## src/rtl/dro_bank_scheduler.sv

```systemverilog
// Write/destructive-read scheduler for a bank of dual-edge DRO cells.
// Set and reset are toggle encoded. A per-cell gap counter spaces successive edges on one cell.
// The write and read ports share a single grant with alternating priority.
// A read waits for the synchronized out toggle and returns one response bit.
module dro_bank_scheduler #(
    parameter int unsigned N_CELLS    = 4,
    parameter int unsigned IDX_W      = 2,
    parameter int unsigned GAP_CYCLES = 3,
    parameter int unsigned RD_TIMEOUT = 8
) (
    input  logic               clk,
    input  logic               rst,
    input  logic               wr_valid,
    input  logic [IDX_W-1:0]   wr_idx,
    output logic               wr_ready,
    input  logic               rd_valid,
    input  logic [IDX_W-1:0]   rd_idx,
    output logic               rd_ready,
    output logic               rd_resp_valid,
    output logic               rd_resp_data,
    output logic [N_CELLS-1:0] set_o,
    output logic [N_CELLS-1:0] reset_o,
    input  logic [N_CELLS-1:0] out_i,
    output logic [N_CELLS-1:0] cell_full,
    output logic               err_timeout
);

    localparam logic [1:0] StIdle = 2'd0;
    localparam logic [1:0] StWait = 2'd1;
    localparam logic [1:0] StResp = 2'd2;

    localparam logic [3:0] GapLoad = 4'(GAP_CYCLES);
    localparam logic [7:0] ToLast  = 8'(RD_TIMEOUT - 1);

    logic [1:0]               state_q, state_d;
    logic [N_CELLS-1:0][3:0]  gap_q, gap_d;
    logic [N_CELLS-1:0]       full_q, full_d;
    logic [N_CELLS-1:0]       set_q, set_d;
    logic [N_CELLS-1:0]       reset_q, reset_d;
    logic [N_CELLS-1:0]       sync1_q, sync2_q;
    logic [IDX_W-1:0]         idx_q, idx_d;
    logic [7:0]               to_cnt_q, to_cnt_d;
    logic                     data_q, data_d;
    logic                     err_q, err_d;
    logic                     prio_rd_q, prio_rd_d;

    logic wr_elig, rd_elig, contend, wr_fire, rd_fire, out_tog;
    logic [N_CELLS-1:0] tog_vec;

    // Port readiness and arbitration between the two request ports
    always_comb begin
        wr_elig  = (gap_q[wr_idx] == 4'd0);
        rd_elig  = (gap_q[rd_idx] == 4'd0);
        contend  = wr_valid && wr_elig && rd_valid && rd_elig;
        // Readies are forced low while rst is held so every output reads 0
        wr_ready = !rst && (state_q == StIdle) && wr_elig && !(rd_valid && rd_elig && prio_rd_q);
        rd_ready = !rst && (state_q == StIdle) && rd_elig && !(wr_valid && wr_elig && !prio_rd_q);
        wr_fire  = wr_valid && wr_ready;
        rd_fire  = rd_valid && rd_ready;
        // Flag the out change of the selected cell as it moves into the second sync stage
        tog_vec  = sync1_q ^ sync2_q;
        out_tog  = tog_vec[idx_q];
    end

    // Next-state: FSM, cell state model, edge issue, gap counters
    always_comb begin
        state_d   = state_q;
        full_d    = full_q;
        set_d     = set_q;
        reset_d   = reset_q;
        idx_d     = idx_q;
        to_cnt_d  = to_cnt_q;
        data_d    = data_q;
        err_d     = err_q;
        prio_rd_d = prio_rd_q;
        gap_d     = gap_q;
        for (int i = 0; i < N_CELLS; i++) begin
            if (gap_q[i] != 4'd0) begin
                gap_d[i] = gap_q[i] - 4'd1;
            end
        end
        case (state_q)
            StIdle: begin
                if (contend) begin
                    prio_rd_d = !prio_rd_q;
                end
                if (wr_fire) begin
                    // Writing a full cell is a no-op
                    if (!full_q[wr_idx]) begin
                        set_d[wr_idx]  = !set_q[wr_idx];
                        full_d[wr_idx] = 1'b1;
                        gap_d[wr_idx]  = GapLoad;
                    end
                end else if (rd_fire) begin
                    idx_d = rd_idx;
                    if (full_q[rd_idx]) begin
                        reset_d[rd_idx] = !reset_q[rd_idx];
                        full_d[rd_idx]  = 1'b0;
                        gap_d[rd_idx]   = GapLoad;
                        to_cnt_d        = 8'd0;
                        state_d         = StWait;
                    end else begin
                        data_d  = 1'b0;
                        state_d = StResp;
                    end
                end
            end
            StWait: begin
                if (out_tog) begin
                    data_d  = 1'b1;
                    state_d = StResp;
                end else if (to_cnt_q == ToLast) begin
                    data_d  = 1'b0;
                    err_d   = 1'b1;
                    state_d = StResp;
                end else begin
                    to_cnt_d = to_cnt_q + 8'd1;
                end
            end
            StResp: begin
                state_d = StIdle;
            end
            default: begin
                state_d = StIdle;
            end
        endcase
    end

    // State registers, out_i synchronizers included
    always_ff @(posedge clk or posedge rst) begin
        if (rst) begin
            state_q   <= StIdle;
            gap_q     <= '0;
            full_q    <= '0;
            set_q     <= '0;
            reset_q   <= '0;
            sync1_q   <= '0;
            sync2_q   <= '0;
            idx_q     <= '0;
            to_cnt_q  <= '0;
            data_q    <= 1'b0;
            err_q     <= 1'b0;
            prio_rd_q <= 1'b1;
        end else begin
            state_q   <= state_d;
            gap_q     <= gap_d;
            full_q    <= full_d;
            set_q     <= set_d;
            reset_q   <= reset_d;
            sync1_q   <= out_i;
            sync2_q   <= sync1_q;
            idx_q     <= idx_d;
            to_cnt_q  <= to_cnt_d;
            data_q    <= data_d;
            err_q     <= err_d;
            prio_rd_q <= prio_rd_d;
        end
    end

    // Registered outputs
    always_comb begin
        rd_resp_valid = (state_q == StResp);
        rd_resp_data  = (state_q == StResp) && data_q;
        set_o         = set_q;
        reset_o       = reset_q;
        cell_full     = full_q;
        err_timeout   = err_q;
    end

endmodule

```

## config.mk

```make
export PLATFORM = sky130hd
export DESIGN_NAME = dro_bank_scheduler
export DESIGN_NICKNAME = d
export VERILOG_FILES = /design/src/rtl/dro_bank_scheduler.sv
export SDC_FILE = /design/constraint.sdc
export NUM_CORES = 1
export LEC_CHECK = 0
export CAP_MARGIN = 20
export CORE_ASPECT_RATIO = 0.8
export CORE_MARGIN = 1
export CORE_UTILIZATION = 61
export DETAILED_ROUTE_END_ITERATION = 8
export GPL_ROUTABILITY_DRIVEN = 0
export PLACE_DENSITY = 0.92
export SETUP_SLACK_MARGIN = 0.5
export SLEW_MARGIN = 10
export SYNTH_ARGS = -nofsm -noshare
export SYNTH_HDL_FRONTEND = slang
export SYNTH_SLANG_ARGS = --single-unit
```

## constraint.sdc

```tcl
create_clock -name clk -period 6 [get_ports clk]
set_input_delay 1.8 -clock clk [delete_from_list [all_inputs] [get_ports clk]]
set_output_delay 1.8 -clock clk [all_outputs]
set_load 0.02 [all_outputs]
```

---- Yosys cells after proc, flatten, opt, wreduce, memory -nomap -nowiden ----
Cells that the tools add are included.
word-level totals
  register bits after elaboration ......... 51
  bits of input ports ..................... 12
  output and inout port bits .............. 17
  logic and storage cells ................. 145
operators by class
  bitwise gates (word level) .............. 13
  reduce and logical (&&, ||, !) cells .... 41
  $lt $le $gt $ge ......................... 5
  multiplexer cells ....................... 55
  equal/unequal tests ..................... 11
  add/sub/neg operators ................... 5
operators with widths
  cell                                                        number
  two-way mux 16 bit                                          5
  two-way mux 4 bit                                           12
  two-way mux 8 bit                                           5
  AND 8 bit                                                   2
  binary-select mux 4 bit (select 2 bit)                      2
  demux 4 bit (select 2 bit)                                  2
  logical AND 1 bit                                           16
  NOT 8 bit                                                   2
  bitwise OR 8 bit                                            2
  case mux 8 bit (2 select lines)                             1
  nonzero test 4 bit                                          4
  subtractor 4 x 1 -> 4 bit, second input constant            4
  two-way mux 1 bit                                           12
  inequality test 2 bit, second input constant                6
  AND reduction 3 bit                                         4
  binary-select mux 1 bit (select 2 bit)                      5
  two-way mux 2 bit                                           5
  less-than comparator 2 x 3 -> 1 bit, second input constant  3
  adder 8 x 1 -> 8 bit, second input constant                 1
  bitwise mux 4 bit                                           2
  == test 8 x 3 -> 1 bit, second input constant               1
  logical NOT 4 bit                                           2
  AND reduction 4 bit                                         2
  logical NOT 1 bit                                           6
  other kinds (18)                                            24

---- Depth between registers and ports, before layout ----
Gate-level depths: netlist (run 1).
  depth after elaboration ................. 11
  gate-level depth with buffers ........... 8
  mapped depth without buffers ............ 7

---- Least setup slack after synthesis (run 1) ----
No wires, ideal clock.
  path type ............................... input -> output
  start point ............................. input rd_idx[0]
  end point ............................... output wr_ready
  setup slack ............................. 1.179 ns
  stages on the path ...................... 5
  buffers on the path ..................... 1
  required time ........................... 4.200 ns
  data arrival time ....................... 3.021 ns
  cells stage by stage .................... buf_2 > nor2b_1 > a22o_2 > o211a_4 > nor2_1
between the ends
  cells in the longest elaborated chain, start to end .. 7
RTL lines
  item                                     line  text
  from (decl)                              17    input logic [IDX_W-1:0] rd_idx,
  binary-select mux 4 bit (select 2 bit)   53    rd_elig = (gap_q[rd_idx] == 4'd0);
  two-way mux 4 bit (not written as such)  53
  logical NOT 4 bit                        53
  logical AND 1 bit (2 in a row)           56    wr_ready = !rst && (state_q == StIdle) && wr_elig && !(rd_valid && rd_elig && prio_rd_q);
  logical NOT 1 bit                        56
  logical AND 1 bit                        56
  to (decl)                                15    output logic wr_ready,
No other way between the ends. The select of a mux whose other input is x is not followed.

---- Final worst setup path (run 1) ----
  start point ............................. input wr_idx[0]
  end point ............................... output rd_ready
between the ends
  cells in the longest elaborated chain, start to end .. 7
RTL lines
  item                                     line  text
  from (decl)                              14    input logic [IDX_W-1:0] wr_idx,
  binary-select mux 4 bit (select 2 bit)   52    wr_elig = (gap_q[wr_idx] == 4'd0);
  two-way mux 4 bit (not written as such)  52
  logical NOT 4 bit                        52
  logical AND 1 bit (2 in a row)           57    rd_ready = !rst && (state_q == StIdle) && rd_elig && !(wr_valid && wr_elig && !prio_rd_q);
  logical NOT 1 bit                        57
  logical AND 1 bit                        57
  to (decl)                                18    output logic rd_ready,
No other way between the ends. The select of a mux whose other input is x is not followed.

==> qor.txt, run 1 <==
Post-synth EDFFs: 0
Die area: 0.00483 mm²
Yosys top cell area share: 45.0%
Initial antenna violation count: 0
RR Endpoint: gap_q[7]
WP depth: 6
Post-route DRC: 0
Max Clk Rate: 188 MHz
Seq cells post-synth: 51
WHS Endpoint: sync2_q[2]
Die boundary width: 77.5 µm
Setup WS pre-CTS: 287 ps
CP max stage delay: 570 ps
Vias in the first global route: 2079
Clock power frac: 15.6%
TritonCTS clock tree: done
RSZ-0062 raised after global routing: false
Endpoints failing setup: 0
Status: finished clean
Max Cap Violations: 0
Pin count of the biggest net entering global routing: 52
HPWL Detailed: 4040 µm
Yosys Warn Count: 0
Fin worst setup slack: 681 ps
Worst reg2reg startpoint: gap_q[1]
Post CTS Setup Buffer Count: 0
Peak VDD IR: 0.000235 V
Post-DR vias/cell: 6.03
Count leader, synth: dfrtp_1
Initial Util: 64.9%
Sw frac: 38.6%
Root buffer cell: clkbuf_8
Fin crit period: 5320 ps
Min-Delay Startpoint: sync1_q[2]
WP buf/inv: 2
Syn avg cell area: 10.8 µm²
Skew-Pair Late Insertion Delay: 310 ps
Hold/Removal Path Class: reg -> reg
Leak pwr: 1.44 nW
Syn Inst Count: 257
Setup_tns: 0 ps
DIE HEIGHT: 62.4 µm
CTS sink cnt: 51
Post-synth top flop: dfrtp_1
CP max-delay cell: clkdlybuf4s50_1
Final wirelength: 5600 µm
Combinational power share: 41.3%
I/O pin count: 29
Slew Viols, Final: 0
Synth top area cells: dfrtp_1 (45%), nand2_1 (4.2%), xnor2_1 (4.1%), mux4_1 (2.8%), a22o_1 (2.8%)
Critical Path RT: 4200 ps
R2R Setup Slk: 3440 ps
Int Power: 0.803 mW
Worst-Margin Slew: 777 ps
Sequential area share after synthesis: 46.0%
CTS H-Tree Depth: 2
Layout cells sized above 1: 14.7%
Core ar.: 0.00428 mm²
Nets: 308
CP Cell Sequence: clkdlybuf4s50_1 > and2b_2 > a22oi_2 > a21oi_4 > nor2_1 > dlygate4sd2_1
CP Max Fanout: 7
Worst Skew: 7.16 ps
Fin. Hold Viols: 0
Worst Hold Depth: 0
Vias: 2103
P per Cell Area: 403 mW/mm²
Share of flip-flops with an asynchronous set or reset: 100%
DRT Pass-1 Iters: 4
Initial detailed-routing violation count: 175
Clock slew at reported path FFs: 100 ps
CP Launch Type: input port
Post-route ant nets: 0
Buffers on Ports: 28
Syn_nets: 274
Synth top cells by count: dfrtp_1 (50), nand2_1 (31), inv_1 (15)
Ant. Diodes: 0
Seq pwr share: 43.1%
DR WL/cell: 16.0 µm
Hold_buf cts: 0
Worst-case clock buffer depth: 2
FILL cells: 283
Total track usage: 25.2%
Library cells used by synthesis: 63
Critical path type: in -> out
Netlist Area Pre-Place: 0.00278 mm²
Worst Reg-to-Reg Cells: 6
CP Capture Type: primary output
TritonCTS buffer count: 5
First-pass GRT wire length: 9520 µm
Psw: 0.505 mW
Area grow syn2layout: 16.7%
Row count: 21
Final worst-path cycle share: 88.6%
Biggest area consumer among synthesized cells: dfrtp_1
WP data arrival: 3520 ps
Total power: 1.31 mW
Slew HR: 47.7%
Grt ovf: 0
Critical path's top delay family: buffers and inverters
==> cell usage in the layout, fill, tap and decap left out, types with 5 or more instances in the layout <==
master / count
or3_1: 5
a22o_1: 9
clkdlybuf4s50_1: 26
nor2b_1: 6
nand2_1: 31
nor2_1: 13
nor3_1: 9
xnor2_1: 13
dfrtp_1: 50
o211ai_1: 7
nand3_1: 10
inv_1: 14
nor4_1: 6
clkbuf_8: 5
ha_1: 5
==> area by class of cell <==
| cell class | instances | area (µm²) | share of cell area (%) |
|---|---|---|---|
| Inverter | 15 | 56.3 | 1.74 |
| Sequential cell | 51 | 1280 | 39.4 |
| Timing Repair Buffer | 31 | 317 | 9.76 |
| Clock inverter | 3 | 25.0 | 0.772 |
| Tap cell | 57 | 71.3 | 2.20 |
| Clock buffer | 5 | 68.8 | 2.12 |
| Multi-Input combinational cell | 187 | 1430 | 44.0 |
==> sequential cells by signal, indices dropped and copies added (netlist names) <==
name / count
set_o: 4
to_cnt_q: 8
sync2_q: 4
state_q: 2
cell_full: 4
idx_q: 2
sync1_q: 4
gap_q: 16
data_q: 1
err_timeout: 1
reset_o: 4
prio_rd_q: 1
==> worst max-delay path by stage <==
| stage | from | end | slack [ps] |
|---|---|---|---|
| floorplan | rd_idx[0] | wr_ready | 1180 |
| global placement | rd_idx[0] | wr_ready | 300 |
| detailed placement | rd_idx[1] | wr_ready | 290 |
| CTS | rd_idx[1] | wr_ready | 560 |
| global route | wr_idx[0] | rd_ready | 610 |
| finish | wr_idx[0] | rd_ready | 680 |
==> per-layer routing <==
metal	vias up	routed length, µm	track usage (%)
met5	-	0	0
met1	1018	2520	33.6
li1	998	-	-
met2	73	2600	40.6
met3	14	329	5.69
met4	0	144	9.43
==> cells by family after synthesis <==
logic type	share of synthesized area [%]
xor gates and xnor gates	5.04
muxes	5.63
DFF	46.0
AOI/OAI and AO/OA	16.7
and+or+nand+nor	21.5
buffers and inverters	2.93
adders and majority gates	2.25
==> per-stage QoR <==
stage	hold slack, ps	instance area, µm²	utilization (%)	cells
CTS	414	3220	75.2	348
global placement	383	3120	72.9	340
global route	427	3240	75.7	349
floorplan	373	2780	-	257
detailed placement	390	3120	72.9	340
finish	408	3240	75.7	349
==> power groups by stage <==
| stage | registers [mW] | logic, mW | clock network, mW |
|---|---|---|---|
| floorplan | 0.577 | 0.363 | 0 |
| global placement | 0.561 | 0.515 | 0 |
| detailed placement | 0.568 | 0.536 | 0 |
| CTS | 0.562 | 0.540 | 0.210 |
| global route | 0.580 | 0.597 | 0.222 |
| finish | 0.563 | 0.541 | 0.204 |
==> what timing repair did <==
action / in CTS / in global routing
gates cloned: 0 / 0
setup endpoints to repair: 2 / 1
gates resized for setup: 4 / 2
(Power assumes the default switching activity.)
==> inputs of run 2 (changes only) <==
--- a/config.mk
+++ b/config.mk
@@ -8,10 +8,10 @@
 export CAP_MARGIN = 20
 export CORE_ASPECT_RATIO = 0.8
 export CORE_MARGIN = 1
-export CORE_UTILIZATION = 61
+export CORE_UTILIZATION = 30
 export DETAILED_ROUTE_END_ITERATION = 8
 export GPL_ROUTABILITY_DRIVEN = 0
-export PLACE_DENSITY = 0.92
+export PLACE_DENSITY = 0.55
 export SETUP_SLACK_MARGIN = 0.5
 export SLEW_MARGIN = 10
 export SYNTH_ARGS = -nofsm -noshare
==> run 2 against run 1 <==
  * Critical path depth unchanged
  * Combinational power shrank 2%
  * Non-clock buffer count stayed put
  * Clock skew down 2.3 ps
  * Flip-flop and latch count unchanged
  * Cell count increased by 17%
  * Via count down 5.5%
  * Total power is 5.2% higher
  * Maximum frequency hardly changed
  * Sequential power is essentially flat
  * Worst setup slack worse by 1.6 ps
  * Register-to-register slack improved by 100 ps
  * Largest power group unchanged
  * Highest routed layer unchanged
==> qor.txt, run 2 (same netlist as run 1, synthesis figures left out) <==
Final worst-path cycle share: 88.7%
Max Clk Rate: 188 MHz
Core ar.: 0.00904 mm²
Grt ovf: 0
Pin count of the biggest net entering global routing: 29
Global route hottest layer: met2
WP buf/inv: 2
Nets: 308
CTS sink cnt: 51
Endpoints failing setup: 0
DRT Pass-1 Iters: 4
Biggest registers after layout: gap_q x16, to_cnt_q x8
First-pass GRT wire length: 9770 µm
Setup_tns: 0 ps
DR WL/cell: 13.9 µm
Worst-Margin Slew: 749 ps
HPWL Detailed: 4230 µm
Worst Skew: 4.86 ps
Worst reg2reg startpoint: gap_q[1]
Vias: 1988
Die boundary width: 110 µm
I/O pin count: 29
Layout cells sized above 1: 14.4%
Fin. Hold Viols: 0
Grt met2 use: 19.6%
Commonest cells after routing, fill and taps aside: dfrtp_1 (50), nand2_1 (31), clkdlybuf4s50_1 (26)
CP Launch Type: input port
Die area: 0.00965 mm²
Root buffer cell: clkbuf_16
Worst Reg-to-Reg Cells: 6
Slew HR: 49.6%
Placement-stage cell area: 0.00320 mm²
RSZ-0062 raised after global routing: false
Vias in the first global route: 1954
Critical path's top delay family: buffers and inverters
CP Cell Sequence: clkdlybuf4s50_1 > nor2b_1 > a22o_2 > o211a_4 > nor2_1 > clkbuf_2
RR Endpoint: gap_q[7]
Area grow syn2layout: 20.6%
CP max stage delay: 600 ps
CP Capture Type: primary output
CP Max Fanout: 7
DIE HEIGHT: 88.1 µm
Max Cap Violations: 0
Post-route DRC: 0
P per Cell Area: 411 mW/mm²
WP depth: 6
CP max-delay cell: clkdlybuf4s50_1
Clock slew at reported path FFs: 70 ps
TritonCTS buffer count: 5
Buffers on Ports: 28
Post-route cell area: 0.00335 mm²
M3 GR Usage: 2.68%
Slew Viols, Final: 0
CTS H-Tree Depth: 2
Peak VDD IR: 0.000194 V
Final wirelength: 5650 µm
Ant. Diodes: 0
Status: finished clean
Met1 usage: 19.4%
Max reg flops: 16
Worst setup path end: wr_ready
Initial Util: 30.7%
Row count: 31
Fin crit period: 5320 ps
Worst-case clock buffer depth: 2
Initial detailed-routing violation count: 102
R2R Setup Slk: 3540 ps
Initial antenna violation count: 0
Post-route ant nets: 0
Post-DR vias/cell: 4.88
WP data arrival: 3520 ps
Total track usage: 13.2%
TritonCTS clock tree: done
Critical path type: in -> out
Skew-Pair Late Insertion Delay: 290 ps
Leak pwr: 1.47 nW
Critical path startpoint: rd_idx[1]
Critical Path RT: 4200 ps
Most common cell after layout, fill and taps aside: dfrtp_1
Largest Register: gap_q
Hold/Removal Path Class: reg -> reg
Post CTS Setup Buffer Count: 0
## run 2: cell count changes in the layout (fill, tap and decap cells not counted)
cell / before / now
clkinvlp_4: 1 / 2
clkbuf_8: 5 / 0
nor2b_2: 2 / 1
nor2b_1: 6 / 7
buf_16: 1 / 0
dlymetal6s2s_1: 0 / 1
inv_6: 2 / 1
dlygate4sd2_1: 1 / 0
buf_4: 2 / 3
clkbuf_16: 0 / 5
## run 2: worst min-delay path by stage
| stage | from | end | slack, ps | depth (start not counted) |
|---|---|---|---|---|
| 3_5_place_dp | sync1_q[3] | sync2_q[3] | 390 | 0 |
| 2_1_floorplan | sync1_q[0] | sync2_q[0] | 370 | 0 |
| 5_1_grt | sync1_q[3] | sync2_q[3] | 410 | 0 |
| 4_1_cts | sync1_q[2] | sync2_q[2] | 400 | 0 |
| 3_3_place_gp | sync1_q[1] | sync2_q[1] | 380 | 0 |
| 6_report | sync1_q[1] | sync2_q[1] | 400 | 0 |
## run 2: what timing repair did
action / in CTS / in global routing
resized for setup: 2 / 3
gates cloned: 0 / 0
hold buffers: 0 / 0
endpoints found under the setup margin: 2 / 2
## run 2: worst reg2reg max path, stage by stage (launching register included)
cell	delay, ps
dfrtp_1	400
nor4_1	680
a22o_1	270
o21ai_2	120
nor4_4	470
nand2_1	210
and3_1	210
## run 2: report_power, final
group | switching, mW | total (mW) | internal, mW
Combinational | 0.266 | 0.530 | 0.264
Sequential | 0.109 | 0.562 | 0.454
Clock | 0.128 | 0.284 | 0.156
Total | 0.503 | 1.38 | 0.873
## run 2: final cells by class
| cell class | count | area, µm² |
|---|---|---|
| multi-input combinational | 187 | 1430 |
| timing repair buffer | 31 | 300 |
| inverter | 15 | 56.3 |
| tap | 115 | 144 |
| clock inverter | 3 | 23.8 |
| sequential | 51 | 1280 |
| fill | 895 | 5690 |
| clock buffer | 5 | 125 |
## run 2: through the flow
step                worst slack [ps]  total power [mW]  hold WS [ps]  std cells  utilization [%]
floorplan                       1180             0.940           373        257                -
finish                           679              1.38           399        407             37.1
CTS                              353              1.40           403        407             37.1
global route                     622              1.49           414        407             37.1
global placement                 259              1.09           384        399             35.4
detailed placement               244              1.10           389        399             35.4
## run 2: routing by layer
layer	vias up	share of wire [%]
met3	5	3.8
met5	-	0
met4	0	1.0
met1	951	52
met2	35	43
li1	997	-
==> inputs of run 3 (changes only) <==
--- a/config.mk
+++ b/config.mk
@@ -11,6 +11,7 @@
 export CORE_UTILIZATION = 30
 export DETAILED_ROUTE_END_ITERATION = 8
 export GPL_ROUTABILITY_DRIVEN = 0
+export HOLD_SLACK_MARGIN = 0.12
 export PLACE_DENSITY = 0.55
 export SETUP_SLACK_MARGIN = 0.5
 export SLEW_MARGIN = 10
==> results of run 3 <==
The final DEF is identical to that of run 2; final timing and power are the same.
